**src/rtl/alu_muldiv.sv**
```systemverilog
// Sequential ALU with iterative signed/unsigned multiply and divide into HI/LO.
// Single-cycle ops finish in one clock; mul/div take WIDTH clocks behind busy/done.
module alu_muldiv #(
  parameter int WIDTH = 32
) (
  input  logic             clk,
  input  logic             reset,
  input  logic             start,
  input  logic [1:0]       ALU_Op,
  input  logic [5:0]       FuncCode,
  input  logic [WIDTH-1:0] A,
  input  logic [WIDTH-1:0] B,
  output logic [WIDTH-1:0] Output,
  output logic             Zero_Flag,
  output logic [WIDTH-1:0] HI,
  output logic [WIDTH-1:0] LO,
  output logic             busy,
  output logic             done,
  output logic             error
);
  localparam int CW = $clog2(WIDTH) + 1;

  typedef enum logic {S_IDLE, S_BUSY} state_t;

  state_t           state_q;
  logic [CW-1:0]    cnt_q;
  logic [WIDTH-1:0] acc_q, mq_q, opnd_q;
  logic [WIDTH-1:0] out_q, hi_q, lo_q;
  logic             zf_q, busy_q, done_q, error_q;
  logic             div_q, neg_q, negr_q, dz_q;

  logic [WIDTH-1:0] alu_res;
  logic             is_md, is_div, is_sgn, invalid;

  always_comb begin
    alu_res = '0;
    is_md   = 1'b0;
    is_div  = 1'b0;
    is_sgn  = 1'b0;
    invalid = 1'b0;
    case (ALU_Op)
      2'b00: alu_res = A + B;
      2'b01: alu_res = A - B;
      2'b10: begin
        case (FuncCode)
          6'b100000: alu_res = A + B;
          6'b100010: alu_res = A - B;
          6'b100100: alu_res = A & B;
          6'b100101: alu_res = A | B;
          6'b101010: alu_res = {{(WIDTH-1){1'b0}}, ($signed(A) < $signed(B))};
          6'b100111: alu_res = ~(A | B);
          6'b011000: begin is_md = 1'b1; is_sgn = 1'b1; end
          6'b011001: is_md = 1'b1;
          6'b011010: begin is_md = 1'b1; is_div = 1'b1; is_sgn = 1'b1; end
          6'b011011: begin is_md = 1'b1; is_div = 1'b1; end
          6'b010000: alu_res = hi_q;
          6'b010010: alu_res = lo_q;
          default:   invalid = 1'b1;
        endcase
      end
      default: invalid = 1'b1;
    endcase
  end

  // Both engines iterate on magnitudes; signs are reapplied on the last step.
  logic             sa, sb;
  logic [WIDTH-1:0] abs_a, abs_b;
  assign sa    = is_sgn & A[WIDTH-1];
  assign sb    = is_sgn & B[WIDTH-1];
  assign abs_a = sa ? -A : A;
  assign abs_b = sb ? -B : B;

  logic [WIDTH:0]     mul_sum, div_sh;
  logic [WIDTH-1:0]   div_sub, acc_d, mq_d;
  logic               div_ge;
  logic [2*WIDTH-1:0] prod, prod_fix;
  logic [WIDTH-1:0]   quo, rem, hi_d, lo_d;

  always_comb begin
    mul_sum  = {1'b0, acc_q} + (mq_q[0] ? {1'b0, opnd_q} : '0);
    div_sh   = {acc_q, mq_q[WIDTH-1]};
    div_ge   = div_sh >= {1'b0, opnd_q};
    div_sub  = div_sh[WIDTH-1:0] - opnd_q;
    acc_d    = div_q ? (div_ge ? div_sub : div_sh[WIDTH-1:0]) : mul_sum[WIDTH:1];
    mq_d     = div_q ? {mq_q[WIDTH-2:0], div_ge} : {mul_sum[0], mq_q[WIDTH-1:1]};
    prod     = {acc_d, mq_d};
    prod_fix = neg_q ? -prod : prod;
    // A zero divisor yields an all-ones quotient and the dividend as remainder.
    quo      = dz_q ? '1 : (neg_q ? -mq_d : mq_d);
    rem      = negr_q ? -acc_d : acc_d;
    hi_d     = div_q ? rem : prod_fix[2*WIDTH-1:WIDTH];
    lo_d     = div_q ? quo : prod_fix[WIDTH-1:0];
  end

  always_ff @(posedge clk) begin
    if (reset) begin
      state_q <= S_IDLE;
      cnt_q   <= '0;
      acc_q   <= '0;
      mq_q    <= '0;
      opnd_q  <= '0;
      out_q   <= '0;
      hi_q    <= '0;
      lo_q    <= '0;
      zf_q    <= 1'b0;
      busy_q  <= 1'b0;
      done_q  <= 1'b0;
      error_q <= 1'b0;
      div_q   <= 1'b0;
      neg_q   <= 1'b0;
      negr_q  <= 1'b0;
      dz_q    <= 1'b0;
    end else begin
      done_q  <= 1'b0;
      error_q <= 1'b0;
      case (state_q)
        S_IDLE: begin
          if (start) begin
            if (is_md) begin
              state_q <= S_BUSY;
              busy_q  <= 1'b1;
              cnt_q   <= '0;
              acc_q   <= '0;
              mq_q    <= abs_a;
              opnd_q  <= abs_b;
              div_q   <= is_div;
              neg_q   <= sa ^ sb;
              negr_q  <= sa;
              dz_q    <= is_div && (B == '0);
            end else begin
              done_q  <= 1'b1;
              error_q <= invalid;
              out_q   <= invalid ? '0 : alu_res;
              zf_q    <= !invalid && (alu_res == '0);
            end
          end
        end
        S_BUSY: begin
          acc_q <= acc_d;
          mq_q  <= mq_d;
          cnt_q <= cnt_q + CW'(1);
          if (cnt_q == CW'(WIDTH-1)) begin
            hi_q    <= hi_d;
            lo_q    <= lo_d;
            done_q  <= 1'b1;
            busy_q  <= 1'b0;
            state_q <= S_IDLE;
          end
        end
        default: state_q <= S_IDLE;
      endcase
    end
  end

  assign Output    = out_q;
  assign Zero_Flag = zf_q;
  assign HI        = hi_q;
  assign LO        = lo_q;
  assign busy      = busy_q;
  assign done      = done_q;
  assign error     = error_q;
endmodule
```
**config.mk**
```make
export PLATFORM = sky130hd
export DESIGN_NAME = alu_muldiv
export DESIGN_NICKNAME = d
export VERILOG_FILES = /design/src/rtl/alu_muldiv.sv
export SDC_FILE = /design/constraint.sdc
export NUM_CORES = 1
export LEC_CHECK = 0
export CELL_PAD_IN_SITES_DETAIL_PLACEMENT = 1
export CELL_PAD_IN_SITES_GLOBAL_PLACEMENT = 1
export CORE_MARGIN = 2
export CORE_UTILIZATION = 48
export CTS_CLUSTER_SIZE = 40
export DETAILED_ROUTE_END_ITERATION = 10
export PLACE_DENSITY_LB_ADDON = 0.1
export SETUP_SLACK_MARGIN = 0.15
export SLEW_MARGIN = 5
export SYNTH_ARGS = -nofsm -noshare
export SYNTH_HDL_FRONTEND = slang
export SYNTH_SLANG_ARGS = --single-unit
```
**constraint.sdc**
```tcl
create_clock -name clk -period 12.9 [get_ports clk]
set_clock_uncertainty 0.2 [all_clocks]
set_input_delay 2.58 -clock clk [delete_from_list [all_inputs] [get_ports clk]]
set_output_delay 2.58 -clock clk [all_outputs]
set_load 0.01 [all_outputs]
```
==> results of run 1 <==
[cells by family after synthesis]
group           count (synthesis)  synth area share [%]
compound gates               1054                 32.47
xor+xnor                      155                 6.221
fa+ha+maj                     186                 10.80
buf+inv                       347                 6.130
flops                         207                 18.99
mux                            54                 2.557
simple gates                 1040                 22.83
[registers in the layout (all words and copies together) (netlist names)]
signal and count:
mq_q 32, neg_q 1, LO 32, Output 32, error 1, busy 1
acc_q 32, dz_q 1, state_q 1, HI 32, div_q 1, Zero_Flag 1
done 1, opnd_q 32, cnt_q 6, negr_q 1
[worst max path at each step]
stage               start                endpoint  slack [ns]
floorplan            B[2]  Zero_Flag$_SDFFE_PP0P_        6.55
global placement    A[15]  Zero_Flag$_SDFFE_PP0P_        5.31
detailed placement  A[15]  Zero_Flag$_SDFFE_PP0P_        5.13
CTS                 A[15]  Zero_Flag$_SDFFE_PP0P_        5.74
global route        A[15]  Zero_Flag$_SDFFE_PP0P_        5.27
finish              A[15]  Zero_Flag$_SDFFE_PP0P_        5.63
[cells in the mapped netlist (19+ instances only)]
library cell	count	area share, %
nand2_1	235	4.0
mux2i_1	40	1.8
o21ai_0	199	4.6
nand4_1	36	1.0
a211oi_1	128	4.4
clkbuf_1	162	2.8
o211ai_1	22	0.76
or3_1	31	0.89
o21a_1	21	0.72
o31ai_1	26	0.89
a22oi_1	30	1.0
nor4_1	28	0.80
o21bai_1	19	0.65
nor2_1	363	6.2
a222oi_1	29	1.3
a21oi_1	254	5.8
inv_1	158	2.7
nor3_1	73	1.7
a21boi_0	19	0.65
ha_1	182	10
and3_1	36	1.0
a31oi_1	54	1.5
xnor2_1	114	4.6
xor2_1	41	1.6
nand3_1	84	1.9
a21o_1	44	1.5
o22ai_1	22	0.63
and2_1	49	1.4
dfxtp_1	207	19
[layout make-up]
type	count	area [um^2]
clock inverters	16	127.6
flip-flops and latches	207	4149
well taps	600	750.7
multi-input cells	2489	16390
diodes	1	2.502
clock buffers	31	719.4
fillers	5675	20230
inverters	161	604.3
repair buffers	224	2121
[through the flow]
step                instances  hold slack [ns]  util [%]  power (mW)  setup slack [ns]
finish                   3729           0.2652     55.14       1.917             5.633
global route             3728           0.2886     55.13       1.963             5.267
CTS                      3728           0.2656     55.12       1.888             5.736
detailed placement       3681           0.2578     53.24       1.146             5.126
global placement         3681           0.2448     53.24       1.135             5.313
floorplan                3043           0.2447         -      0.9542             6.548
[power breakdown]
group	switching, mW	internal (mW)	leakage (nW)	total (mW)
Combinational	0.336	0.170	7.64	0.505
Sequential	0.00732	0.648	1.67	0.655
Clock	0.352	0.404	0.422	0.756
Total	0.695	1.22	9.74	1.92
[critical path: cells and delay by family]
| kind | cells | cell delay (ns) |
|---|---|---|
| buffers and inverters | 3 | 1.05 |
| adder cells (fa/ha/maj) | 1 | 0.45 |
| AND/OR/NAND/NOR | 3 | 1.37 |
| AO/OA/AOI/OAI | 7 | 2.11 |
[routing by layer]
layer	up-vias	share of wire [%]
li1	11370	-
met4	2	7.7
met3	590	11
met5	-	0.0078
met1	13120	37
met2	1761	44
==> results.json, run 1 <==
{
  "grt_usage_pct": 47.31,
  "synthDistinctLibCells": 99,
  "grt_pass1_vias": 27800,
  "synth_edf_count": 0,
  "start_kind": "input port",
  "fin_crit_ns": 7.267,
  "hold_path_end": "Output[30]$_SDFFE_PP0P_",
  "grt_max_degree": 164,
  "clock_path_buffers": 3,
  "worst_ep_required_time_ns": 13.20,
  "die_area_um2": 47180,
  "r2r-start": "opnd_q[2]$_SDFFE_PP0P_",
  "start_util_pct": 48.40,
  "grt_pass1_wl_um": 171000,
  "final.period_utilization_pct": 56.34,
  "peakVddDrop_v": 0.0001263,
  "status": "completed",
  "yosysSeqAreaShare_pct": 18.99,
  "r2r-end": "HI[25]$_SDFFE_PP0P_",
  "post_cts_buffers": 0,
  "drc": 0,
  "tns_ns": 0,
  "grt_most_used_layer": "met2",
  "synth_flop_cell": "dfxtp_1",
  "worstSetupPathType": "in -> reg",
  "path_cells": "clkdlybuf4s50_1 > inv_1 > ha_1 > inv_1 > nor4_1 > nand3_1 > o21ai_2 > a2111oi_0 > o41ai_1 > o211ai_1 > or4_1 > a31o_2 > o41a_1 > o31ai_1",
  "final_common_cell": "nor2_1",
  "wl_um": 114800,
  "clock_latency_ns": 0.62,
  "hold_path_class": "reg -> reg",
  "fp.dieW_um": 217.2,
  "die_h_um": 217.2,
  "worst_pin_slew_ns": 1.364,
  "gp_congestion": 1.018,
  "ys_warn_count": 0,
  "final_cell_mix": "nor2_1, a21oi_1, nand2_1",
  "drv_slew": 0,
  "drive_above_1_share_pct": 5.499,
  "overflow": 0,
  "synth-seq-cells": 207,
  "grt_antenna_before_repair": 4,
  "critPathCaptureType": "flop",
  "vias": 26840,
  "finalHoldViolations": 0,
  "rsz0062_at_grt": "false",
  "coreArea_um2": 45090,
  "critPathMostFrequentCell": "inv_1",
  "use_met3_pct": 11.92,
  "power.density_nw_per_um2": 77.10,
  "post_cts_resized": 0,
  "async_reset_ff_share_pct": 0,
  "rows": 78,
  "crit_fanout": 8,
  "synthCells": 3043,
  "avgSynthCellArea_um2": 7.171,
  "fmax_mhz": 137.6,
  "relSlewSlack_pct": 8.658,
  "clkTransAtPathRegs_ns": 0.06,
  "slowest_stage": "nor4_1",
  "grtUsageMet2_pct": 75.34,
  "port_buffers": 174,
  "reg2regPathDepth": 14,
  "area_delta_synth_final_pct": 13.93,
  "hold_depth": 2,
  "ctsHoldBuffers": 0,
  "p_leak_nw": 9.735,
  "syn_nets": 3304,
  "grt.met1_usage_pct": 56.22,
  "drt-initial-drc-count": 3163,
  "ios": 175,
  "clock-sinks": 207,
  "netlist_area_um2": 21820,
  "dp_hpwl_um": 84350,
  "cts_tree": "yes",
  "final_area_um2": 24860,
  "cts_buffers": 26,
  "place_area_um2": 24010,
  "setup_viol": 0,
  "hold_path.startpoint": "Output[30]$_SDFFE_PP0P_",
  "critPathArrivalTime_ns": 7.56,
  "ant_nets": 0,
  "post_drt_via_cell_ratio": 7.198,
  "htree_levels": 1,
  "first_pass_iters": 6,
  "critPathMaxStageDelay_ns": 0.76,
  "routedWlPerCell_um": 30.78,
  "clockRootBuffer": "clkbuf_16",
  "nets": 3370,
  "maxCapViolCount": 0,
  "r2r_setup_slack_ns": 6.01
}
Power figures use the tool's default switching activity.
==> inputs of run 2 (changes only) <==
--- a/config.mk
+++ b/config.mk
@@ -8,7 +8,7 @@
 export CELL_PAD_IN_SITES_DETAIL_PLACEMENT = 1
 export CELL_PAD_IN_SITES_GLOBAL_PLACEMENT = 1
 export CORE_MARGIN = 2
-export CORE_UTILIZATION = 48
+export CORE_UTILIZATION = 40
 export CTS_CLUSTER_SIZE = 40
 export DETAILED_ROUTE_END_ITERATION = 10
 export PLACE_DENSITY_LB_ADDON = 0.1
==> constraint.sdc (replaced) <==
create_clock -name clk -period 5.86 [get_ports clk]
set_clock_uncertainty 0.2 [all_clocks]
set_input_delay 1.172 -clock clk [delete_from_list [all_inputs] [get_ports clk]]
set_output_delay 1.172 -clock clk [all_outputs]
set_load 0.01 [all_outputs]
==> run 2 against run 1 <==
Sequential power rose by 120%; worst setup slack got worse by 5.3 ns; wire length rose by 4.4%; via count rose by 0.56%; final cell count rose by 9.4%; combinational power rose to 2.5 times the previous value; sequential share of layout area fell by 1.4 points; critical endpoint is now HI[24]$_SDFFE_PP0P_; largest cell class unchanged; largest power group unchanged.
==> results.json, run 2 (same netlist as run 1, synthesis figures left out) <==
{
  "place_area_um2": 26090,
  "grt_pass1_wl_um": 175500,
  "clkTransAtPathRegs_ns": 0.07,
  "cp_top_family": "compound AO/OA/AOI/OAI gates",
  "ios": 175,
  "clkPwrFrac_pct": 39.6,
  "fin_crit_ns": 5.570,
  "dp_hpwl_um": 95610,
  "worstSetupPathType": "reg -> reg",
  "start_util_pct": 40.47,
  "p_comb_share_pct": 28.4,
  "maxCapViolCount": 0,
  "final_cell_mix": "nor2_1, buf_4, a21oi_1",
  "ant_nets": 0,
  "final.period_utilization_pct": 95.05,
  "crit_fanout": 8,
  "ctsHoldBuffers": 0,
  "internal_power_mw": 2.961,
  "setup_viol": 0,
  "coreArea_um2": 53920,
  "final_area_um2": 27060,
  "tns_ns": 0,
  "antenna_cells": 0,
  "fillers": 6805,
  "grt_usage_pct": 40.93,
  "port_buffers": 174,
  "clock_path_buffers": 3,
  "critPathArrivalTime_ns": 5.85,
  "critPathCaptureType": "flop",
  "swShare_pct": 34.38,
  "power.switching_mw": 1.551,
  "cts_buffers": 27,
  "vias": 26990,
  "start_kind": "flop",
  "hold_path_class": "reg -> reg",
  "grt_pass1_vias": 27580,
  "htree_levels": 1,
  "drt-initial-drc-count": 2573,
  "clock_latency_ns": 0.58,
  "die_h_um": 237.6,
  "worst_pin_slew_ns": 1.085,
  "gp_congestion": 1.036,
  "routedWlPerCell_um": 29.36,
  "stdcell_count": 4081,
  "dp.cells": 4031,
  "die_area_um2": 56440,
  "relSlewSlack_pct": 27.69,
  "fin_util_pct": 50.18,
  "path_cells": "inv_1 > ha_1 > a211oi_1 > o21ai_0 > a21oi_1 > a21oi_4 > o32ai_2 > buf_4 > ha_1 > o211ai_1 > nand2b_1 > or3_1 > nor4_4 > nand2_2 > and2_1 > nor2_1 > a31oi_1 > xor2_1 > a211oi_1",
  "finalHoldViolations": 0,
  "drc": 0,
  "first_pass_iters": 6,
  "post_drt_via_cell_ratio": 6.614,
  "drive_above_1_share_pct": 12.76,
  "p_leak_nw": 11.04,
  "fp.dieW_um": 237.6,
  "status": "completed",
  "rsz0062_at_grt": "false",
  "wl_um": 119800,
  "grt_max_degree": 84,
  "fmax_mhz": 179.5,
  "clock-sinks": 207,
  "place_ws_ns": -0.2822,
  "peakVddDrop_v": 0.0002294,
  "grt_antenna_before_repair": 4,
  "drv_slew": 0,
  "worst_ep_required_time_ns": 6.14,
  "critPathMaxStageDelay_ns": 0.47,
  "setup_slack_ns": 0.2901,
  "final_common_cell": "nor2_1",
  "power.density_nw_per_um2": 166.8,
  "rows": 85,
  "p_seq_share_pct": 31.9,
  "critPathBufInv": 2,
  "overflow": 0,
  "clockRootBuffer": "clkbuf_16",
  "slowest_stage": "or3_1",
  "cts_tree": "yes",
  "nets": 3626,
  "area_delta_synth_final_pct": 24.01
}
run 2: cell count changes in the layout (fill, tap and decap cells not counted), sizes merged:
cell / change
bufinv: +3
clkbuf: +3
clkinv: -3
inv: -1
diode: -1
buf: +255
run 2: area by class of cell:
cell class,instances,area (um^2),share of cell area (%)
Clock inverter,15,178.9,0.6612
Tap cell,696,870.8,3.218
Sequential cell,207,4149,15.33
Inverter,161,604.3,2.233
Multi-Input combinational cell,2489,16420,60.68
Clock buffer,34,752.0,2.779
Timing Repair Buffer,479,4085,15.10
run 2: metal layers:
layer | track usage (%) | vias up | wire (um)
li1 | - | 11890 | -
met1 | 48.80 | 13360 | 46750
met2 | 69.02 | 1321 | 55820
met3 | 6.341 | 417 | 8648
met4 | 25.42 | 6 | 8540
met5 | 0 | - | 39
run 2: repair_timing:
action,CTS,global route
setup buffers,0,1
pin swaps,0,1
endpoints found under the setup margin,3,13
gates resized for setup,1,7
run 2: final timing paths:
check | start | endpoint | slack (ns) | cells after the start
setup reg to reg | opnd_q[26]$_SDFFE_PP0P_ | HI[24]$_SDFFE_PP0P_ | 0.29 | 19
setup / recovery | opnd_q[26]$_SDFFE_PP0P_ | HI[24]$_SDFFE_PP0P_ | 0.29 | 19
hold reg to reg | Output[19]$_SDFFE_PP0P_ | Output[19]$_SDFFE_PP0P_ | 0.26 | 2
hold / removal | Output[19]$_SDFFE_PP0P_ | Output[19]$_SDFFE_PP0P_ | 0.26 | 2
run 2: worst reg2reg max path: stages, from the launching register on:
cell and delay [ns]:
dfxtp_1 0.36, inv_1 0.07, ha_1 0.40, a211oi_1 0.37
o21ai_0 0.36, a21oi_1 0.38, a21oi_4 0.10, o32ai_2 0.32
buf_4 0.22, ha_1 0.20, o211ai_1 0.14, nand2b_1 0.23
or3_1 0.47, nor4_4 0.30, nand2_2 0.20, and2_1 0.27
nor2_1 0.25, a31oi_1 0.17, xor2_1 0.19, a211oi_1 0.28
run 2: metrics by stage:
step | power (mW) | hold slack [ns]
6_report | 4.513 | 0.2592
2_1_floorplan | 2.100 | 0.2447
4_1_cts | 4.472 | 0.2624
3_3_place_gp | 2.685 | 0.2439
3_5_place_dp | 2.706 | 0.2542
5_1_grt | 4.631 | 0.2713
run 2: power groups by stage:
stage	registers (mW)	logic [mW]	clock network, mW
4_1_cts	1.44	1.24	1.79
3_5_place_dp	1.47	1.23	0
6_report	1.44	1.28	1.79
2_1_floorplan	1.48	0.625	0
5_1_grt	1.44	1.34	1.84
3_3_place_gp	1.47	1.21	0
